## src/rtl/mult_div_unit.sv

```systemverilog
// Iterative multiply/divide unit owning the HI/LO registers.
// One shift-add or restoring shift-subtract step per cycle on operand magnitudes, signs applied at the end.
module mult_div_unit #(
    parameter int WIDTH = 32
) (
    input  logic             clock,
    input  logic             reset,
    input  logic             Start,
    input  logic [1:0]       Op,
    input  logic [WIDTH-1:0] OperandA,
    input  logic [WIDTH-1:0] OperandB,
    input  logic             WriteHi,
    input  logic             WriteLo,
    input  logic [WIDTH-1:0] WriteData,
    output logic             Busy,
    output logic             Done,
    output logic             DivByZero,
    output logic [WIDTH-1:0] Hi,
    output logic [WIDTH-1:0] Lo
);

    localparam int CW = (WIDTH > 1) ? $clog2(WIDTH) : 1;

    typedef enum logic [1:0] {
        IDLE = 2'd0,
        CALC = 2'd1,
        FIX  = 2'd2
    } stateType;

    stateType         stateReg, stateNext;
    logic [CW-1:0]    cntReg, cntNext;
    logic [WIDTH-1:0] hiReg, hiNext;
    logic [WIDTH-1:0] loReg, loNext;
    logic [WIDTH-1:0] accHiReg, accHiNext;
    logic [WIDTH-1:0] accLoReg, accLoNext;
    logic [WIDTH-1:0] magBReg, magBNext;
    logic             isDivReg, isDivNext;
    logic             negQuotReg, negQuotNext;
    logic             negRemReg, negRemNext;
    logic             zeroDivReg, zeroDivNext;
    logic             doneReg, doneNext;
    logic             dzReg, dzNext;

    // Operand magnitudes and result signs, sampled on the start edge
    logic             signedOp;
    logic [WIDTH-1:0] magA, magB;

    assign signedOp = Op[0];
    assign magA     = (signedOp && OperandA[WIDTH-1]) ? -OperandA : OperandA;
    assign magB     = (signedOp && OperandB[WIDTH-1]) ? -OperandB : OperandB;

    // Multiply step: add multiplicand when the low product bit is set, then shift right
    logic [WIDTH:0]   mulSum;
    logic [WIDTH-1:0] mulHi, mulLo;

    assign mulSum = {1'b0, accHiReg} + ({(WIDTH+1){accLoReg[0]}} & {1'b0, magBReg});
    assign mulHi  = mulSum[WIDTH:1];
    assign mulLo  = {mulSum[0], accLoReg[WIDTH-1:1]};

    // Restoring divide step: shift next dividend bit into the remainder, keep it if subtraction fits
    logic [WIDTH:0]   divShift, divTrial;
    logic [WIDTH-1:0] divHi, divLo;

    assign divShift = {accHiReg, accLoReg[WIDTH-1]};
    assign divTrial = divShift - {1'b0, magBReg};
    assign divHi    = divTrial[WIDTH] ? divShift[WIDTH-1:0] : divTrial[WIDTH-1:0];
    assign divLo    = {accLoReg[WIDTH-2:0], ~divTrial[WIDTH]};

    // Final sign correction
    logic [2*WIDTH-1:0] prodMag, prodFinal;
    logic [WIDTH-1:0]   quotFinal, remFinal;

    assign prodMag   = {accHiReg, accLoReg};
    assign prodFinal = negQuotReg ? -prodMag : prodMag;
    assign quotFinal = negQuotReg ? -accLoReg : accLoReg;
    assign remFinal  = negRemReg ? -accHiReg : accHiReg;

    always_ff @(posedge clock) begin
        if (reset) begin
            stateReg    <= IDLE;
            cntReg      <= '0;
            hiReg       <= '0;
            loReg       <= '0;
            accHiReg    <= '0;
            accLoReg    <= '0;
            magBReg     <= '0;
            isDivReg    <= 1'b0;
            negQuotReg  <= 1'b0;
            negRemReg   <= 1'b0;
            zeroDivReg  <= 1'b0;
            doneReg     <= 1'b0;
            dzReg       <= 1'b0;
        end else begin
            stateReg    <= stateNext;
            cntReg      <= cntNext;
            hiReg       <= hiNext;
            loReg       <= loNext;
            accHiReg    <= accHiNext;
            accLoReg    <= accLoNext;
            magBReg     <= magBNext;
            isDivReg    <= isDivNext;
            negQuotReg  <= negQuotNext;
            negRemReg   <= negRemNext;
            zeroDivReg  <= zeroDivNext;
            doneReg     <= doneNext;
            dzReg       <= dzNext;
        end
    end

    always_comb begin
        stateNext   = stateReg;
        cntNext     = cntReg;
        hiNext      = hiReg;
        loNext      = loReg;
        accHiNext   = accHiReg;
        accLoNext   = accLoReg;
        magBNext    = magBReg;
        isDivNext   = isDivReg;
        negQuotNext = negQuotReg;
        negRemNext  = negRemReg;
        zeroDivNext = zeroDivReg;
        doneNext    = 1'b0;
        dzNext      = 1'b0;

        case (stateReg)
            IDLE: begin
                if (Start) begin
                    isDivNext   = Op[1];
                    negQuotNext = signedOp && (OperandA[WIDTH-1] ^ OperandB[WIDTH-1]);
                    negRemNext  = signedOp && OperandA[WIDTH-1];
                    accHiNext   = '0;
                    accLoNext   = magA;
                    magBNext    = magB;
                    cntNext     = CW'(WIDTH - 1);
                    // A zero divisor skips the iterations and reports through FIX
                    if (Op[1] && (OperandB == '0)) begin
                        zeroDivNext = 1'b1;
                        stateNext   = FIX;
                    end else begin
                        zeroDivNext = 1'b0;
                        stateNext   = CALC;
                    end
                end else begin
                    if (WriteHi) begin
                        hiNext = WriteData;
                    end
                    if (WriteLo) begin
                        loNext = WriteData;
                    end
                end
            end

            CALC: begin
                if (isDivReg) begin
                    accHiNext = divHi;
                    accLoNext = divLo;
                end else begin
                    accHiNext = mulHi;
                    accLoNext = mulLo;
                end
                if (cntReg == '0) begin
                    stateNext = FIX;
                end else begin
                    cntNext = cntReg - 1'b1;
                end
            end

            FIX: begin
                stateNext = IDLE;
                doneNext  = 1'b1;
                if (zeroDivReg) begin
                    dzNext = 1'b1;
                end else if (isDivReg) begin
                    hiNext = remFinal;
                    loNext = quotFinal;
                end else begin
                    hiNext = prodFinal[2*WIDTH-1:WIDTH];
                    loNext = prodFinal[WIDTH-1:0];
                end
            end

            default: begin
                stateNext = IDLE;
            end
        endcase
    end

    assign Busy      = (stateReg != IDLE);
    assign Done      = doneReg;
    assign DivByZero = dzReg;
    assign Hi        = hiReg;
    assign Lo        = loReg;

endmodule
```

## config.mk

```make
export PLATFORM = sky130hd
export DESIGN_NAME = mult_div_unit
export DESIGN_NICKNAME = d
export VERILOG_FILES = /design/src/rtl/mult_div_unit.sv
export SDC_FILE = /design/constraint.sdc
export NUM_CORES = 1
export LEC_CHECK = 0
export BUFFER_PORTS_ARGS = -buffer_cell sky130_fd_sc_hd__buf_4
export CORE_MARGIN = 5
export CORE_UTILIZATION = 50
export CTS_CLUSTER_SIZE = 30
export DETAILED_ROUTE_END_ITERATION = 8
export GPL_ROUTABILITY_DRIVEN = 0
export PLACE_DENSITY = 0.7
export SYNTH_ARGS = -nofsm -noshare
export SYNTH_HDL_FRONTEND = slang
export SYNTH_SLANG_ARGS = --single-unit
```

## constraint.sdc

```tcl
create_clock -name clock -period 4.4 [get_ports clock]
set_input_delay 0.22 -clock clock [delete_from_list [all_inputs] [get_ports clock]]
set_output_delay 0.22 -clock clock [all_outputs]
set_load 0.01 [all_outputs]
```

=== After elaboration in Yosys (flattened, before gate mapping) ===
Cells that the tools add are included.

* Bits in registers: 173
* Input port bits: 103
* Output and inout port bits: 67
* Word-level logic and storage cells: 83

* $add $sub $neg: 8
* Equality and inequality tests: 9
* Multiplexer cells: 32
* Bitwise logic cells: 4
* Reduce and logical (&&, ||, !) cells: 17

{| class="wikitable"
|+ Operator list
! kind !! count
|-
| $mux W32 || 17
|-
| $pmux W32 S2 || 4
|-
| $neg A32 Y32 || 4
|-
| $mux W64 || 1
|-
| $neg A64 Y64 || 1
|-
| $add A32 B33 Y33 || 1
|-
| $and A33 B32 Y33 || 1
|-
| $sub A33 B32 Y33 || 1
|-
| $logic_not A32 Y1 || 1
|-
| $ne A2 B2 Y1 const B || 7
|-
| $mux W5 || 2
|-
| $pmux W5 S2 || 1
|-
| $reduce_and A4 Y1 || 2
|-
| $mux W2 || 3
|-
| $reduce_and A2 Y1 || 3
|-
| $reduce_bool A2 Y1 || 3
|-
| $logic_not A5 Y1 || 1
|-
| $sub A5 B1 Y5 const B || 1
|-
| $logic_and A1 B1 Y1 || 4
|-
| $pmux W2 S2 || 1
|-
| $mux W1 || 3
|-
| $reduce_and A3 Y1 || 1
|-
| $eq A2 B1 Y1 const B || 1
|-
| $eq A2 B2 Y1 const B || 1
|-
| 4 further kinds || 5
|}

=== Longest topological paths before layout ===
* Depth after elaboration: 5
* Mapped depth: 16
* Depth with buffers taken out: 14

=== Worst setup path before layout ===
No wires, ideal clock.

* Path kind: register -> register
* Start: register accLoReg[0]
* End: register accHiReg[31]
* Setup time: 0.136 ns
* Arrival time: 3.266 ns
* Required time: 4.264 ns
* Path slack: 0.998 ns
* Stages on the path, launching flop included: 16
* Path buffers: 2
* Clock period less this slack: 3.402 ns
* Path through: dfxtp_1 > clkbuf_1 > inv_1 > clkbuf_1 > nor2_1 > ha_1 > o21a_1 > o31a_1 > o31a_1 > o31a_1 > a41oi_1 > o21ai_0 > a211o_1 > a211o_1 > a22oi_1 > a2111oi_0

* Longest elaborated chain between the ends: 4

{| class="wikitable"
|+ RTL lines
! what !! RTL line !! text
|-
| start: declaration || 35 || <nowiki>logic [WIDTH-1:0] accLoReg, accLoNext;</nowiki>
|-
| start signal: assignment || 99 || <nowiki>accLoReg <= accLoNext;</nowiki>
|-
| $and A33 B32 Y33 || 56 || <nowiki>assign mulSum = {1'b0, accHiReg} + ({(WIDTH+1){accLoReg[0]}} & {1'b0, magBReg});</nowiki>
|-
| $add A32 B33 Y33 || 56 ||
|-
| $mux W32 || 154 || <nowiki>if (isDivReg) begin</nowiki>
|-
| $pmux W32 S2 || 125 || <nowiki>case (stateReg)</nowiki>
|-
| end signal: assignment || 98 || <nowiki>accHiReg <= accHiNext;</nowiki>
|-
| end: declaration || 34 || <nowiki>logic [WIDTH-1:0] accHiReg, accHiNext;</nowiki>
|}

Every way passes these cells.
A chain may end at the register's enable or synchronous reset.

=== Final worst setup path ===
Ends and elaborated chain as after synthesis.

==> results.toml <==
[status]
status = "complete, no violations"

[drt]
wire_per_inst_um = 19.8
wirelength_um = 45700
first_iter_violations = 1550
ant_nets = 0
vias = 14291
first_pass_iters = 6
drc = 0
vias_per_cell = 6.19

[worst_setup_path]
start_kind = "register"
timing.rr.end = "accHiReg[31]$_SDFFE_PP0P_"
path_common_cell = "o31a_1"
reg2reg_from = "accLoReg[0]$_SDFFE_PP0P_"
critical_path.max_stage_delay_ns = 0.57
end_kind = "register"
path_cells = "inv_1 -> buf_4 -> nor2_1 -> ha_1 -> o21a_1 -> o31a_1 -> o31a_1 -> o31a_1 -> a41oi_1 -> o21ai_0 -> a211o_1 -> a211o_1 -> a22oi_1 -> a2111oi_0"
crit_type = "reg -> reg"
reg2reg_slack_ns = 0.45
required_ns = 4.70
critPathSlowestCell = "dfxtp_1"
ff2ff_path_depth = 14
cp.arrival_ns = 4.25
cp_max_fo = 13

[power]
irDropWorstVdd_v = 0.000198
power_frac_comb_pct = 32.3
power_frac_clock_pct = 31.1
switchingPower_mw = 1.99
sw_frac_of_total_pct = 38.7
p_leak_nw = 6.50
finalPower_mw = 5.15
power_density_mw_per_mm2 = 325
pwr-share-seq_pct = 36.7
p_int_mw = 3.16

[die]
row_count = 60
start_util_pct = 50.9
io_pins = 170
die_w_um = 176
core-area_mm2 = 0.0270
die_h_um = 176
dieArea_mm2 = 0.0309

[final_layout]
final_common_cell = "nor2_1"
synthToLayoutAreaGrowth_pct = 15.7
final_cell_mix = "nor2_1 (243), buf_4 (201), a21oi_1 (187)"
fin_util_pct = 58.9
regArea_mm2 = 0.00346
drive_above_1_share_pct = 13.3
num_antenna_cells = 0
final_nets = 2128
multi_input_area_mm2 = 0.00953
fill_cells = 2579

[placement]
dp_hpwl_um = 34300
io_buffers = 169

[logic_synthesis]
synth.area.mux_share_pct = 3.74
yosys_warnings = 0
synth_seq_cells = 173
syn_nets = 2031
postSynthAreaPerCell_um2 = 7.39
netlist_area_mm2 = 0.0137
synth-edff-count = 0
synth_top_family_by_area = "compound AO/OA/AOI/OAI gates"
seq_area_frac_synth_pct = 25.2
async_flop_share_pct = 0
synthSimpleGateAreaFrac_pct = 19.2
synth_cell_types = 75
synth_cells = 1856
ys.flop_type = "dfxtp_1"
synthAdderAreaFrac_pct = 6.68
synth-compound-area-share_pct = 29.0
yosys.area_share.xor_xnor_pct = 10.6

[timing]
fin_tns_setup_ns = 0
fmax_mhz = 253
slew_violations = 0
rsz0062_at_grt = "no"
setup_viol = 0
hold_viol_final = 0
worst_pin_slew_ns = 1.27
fin_crit_sh_pct = 89.8
period_minus_slack_ns = 3.95
slew_headroom_pct = 14.7
fin_skew_ns = 0.0174

[clock_tree]
cts_made_buffers = 17
clk_latency_ns = 0.45
cts.clk_slew.worst_paths_ns = 0.08
tritoncts = "done"
h-tree-depth = 4
postCtsSetupBuffers = 0
max-clock-path-buffers = 2
holdBufCountCts = 0
cts_resized = 0
root_buffer = "clkbuf_16"
cts_num_sinks = 173

[worst_hold_path]
holdPathStages = 3
min_path_type = "in -> reg"
min_from = "Op[1]"
hold_end = "isDivReg$_SDFFE_PP0P_"

[global_routing]
grt_pass1_vias = 13234
grt_max_degree = 76
antenna_found_initial = 0
grt_usage_pct = 28.4
grt_pass1_wl_um = 71300
grt_overflow = 0

[job]
cap_viol_max_count = 0
## power groups by stage
stage | logic (mW) | registers [mW] | clock network, mW
2_1_floorplan | 1.12 | 1.86 | 0
3_3_place_gp | 1.60 | 1.91 | 0
3_5_place_dp | 1.62 | 1.92 | 0
4_1_cts | 1.63 | 1.88 | 1.62
5_1_grt | 1.81 | 1.91 | 1.68
6_report | 1.66 | 1.89 | 1.60
## cells in the mapped netlist (all sizes together) (3+ instances only)
cell / number / area share (%)
a41oi: 3 / 0.19
nor4: 15 / 0.79
dfxtp: 173 / 25
and3b: 3 / 0.19
nand3b: 6 / 0.33
inv: 75 / 2.1
nand4: 10 / 0.46
or3: 18 / 0.86
xnor2: 97 / 6.2
nand2b: 9 / 0.41
o31ai: 22 / 1.2
nand2: 152 / 4.2
and2: 8 / 0.36
a31oi: 21 / 0.96
nor3: 35 / 1.3
a41o: 4 / 0.29
clkbuf: 106 / 2.9
nor2: 245 / 6.8
o21bai: 8 / 0.44
o21ai: 112 / 4.1
mux2i: 49 / 3.6
o21a: 8 / 0.44
or4: 9 / 0.52
a2111oi: 6 / 0.38
a21boi: 4 / 0.22
nor2b: 18 / 0.82
and3: 11 / 0.50
o31a: 4 / 0.26
ha: 70 / 6.4
a211o: 9 / 0.57
nand3: 16 / 0.58
a21o: 31 / 1.7
or2: 11 / 0.50
buf: 18 / 0.59
a22oi: 16 / 0.88
a311oi: 22 / 1.4
nor3b: 4 / 0.22
a211oi: 121 / 6.6
o211ai: 8 / 0.44
o22ai: 3 / 0.14
xor2: 69 / 4.4
o41ai: 9 / 0.57
a21oi: 187 / 6.8
## sequential cells by signal (all words and copies together), names as in the netlist
signal and count:
negRemReg 1, accHiReg 32, Hi 32, DivByZero 1
negQuotReg 1, cntReg 5, isDivReg 1, accLoReg 32
magBReg 32, zeroDivReg 1, Done 1, stateReg 2
Lo 32
## cell type report
type                            count  share of cell area [%]
Clock buffer                       17                    2.68
Timing Repair Buffer              202                    9.63
Sequential cell                   173                    21.8
Inverter                           76                    1.80
Tap cell                          341                    2.69
Multi-Input combinational cell   1483                    60.1
Clock inverter                     15                    1.32
## worst max path at each step
| stage | end | startpoint |
|---|---|---|
| floorplan | accHiReg[31]$_SDFFE_PP0P_ | accLoReg[0]$_SDFFE_PP0P_ |
| global placement | accHiReg[31]$_SDFFE_PP0P_ | accLoReg[0]$_SDFFE_PP0P_ |
| detailed placement | accHiReg[31]$_SDFFE_PP0P_ | accLoReg[0]$_SDFFE_PP0P_ |
| CTS | accHiReg[31]$_SDFFE_PP0P_ | accLoReg[0]$_SDFFE_PP0P_ |
| global route | accHiReg[12]$_SDFFE_PP0P_ | accHiReg[0]$_SDFFE_PP0P_ |
| finish | accHiReg[31]$_SDFFE_PP0P_ | accLoReg[0]$_SDFFE_PP0P_ |
## cell families (layout without fill, tap and decap cells)
group | after synthesis | in the layout
xor gates and xnor gates | 166 | 166
buffers and inverters | 200 | 310
and+or+nand+nor | 577 | 577
AOI/OAI and AO/OA | 617 | 617
adders and majority gates | 72 | 72
muxes | 51 | 51
DFF | 173 | 173
## critical path, delay by kind of cell, from the launching register on
family          cells  cell delay [ns]
flops               1             0.57
compound gates     10             2.44
simple gates        1             0.13
buf+inv             2             0.37
fa+ha+maj           1             0.27
## metrics by stage
stage / cell area, um2 / setup WS, ns / instances / hold slack [ns]
floorplan: 13700 / 0.998 / 1856 / 0.356
global placement: 15200 / 0.617 / 2275 / 0.448
detailed placement: 15200 / 0.533 / 2275 / 0.450
CTS: 15900 / 0.488 / 2307 / 0.0210
global route: 15900 / 0.223 / 2307 / 0.0320
finish: 15900 / 0.449 / 2307 / 0.0227
## layer usage
layer	track usage, %	vias to the layer above	share of wire (%)
met4	8.06	0	2.6
met3	4.18	79	8.3
met2	43.7	641	44
met5	0	-	0
li1	-	6888	-
met1	41.4	6683	46
(Power assumes the default switching activity.)
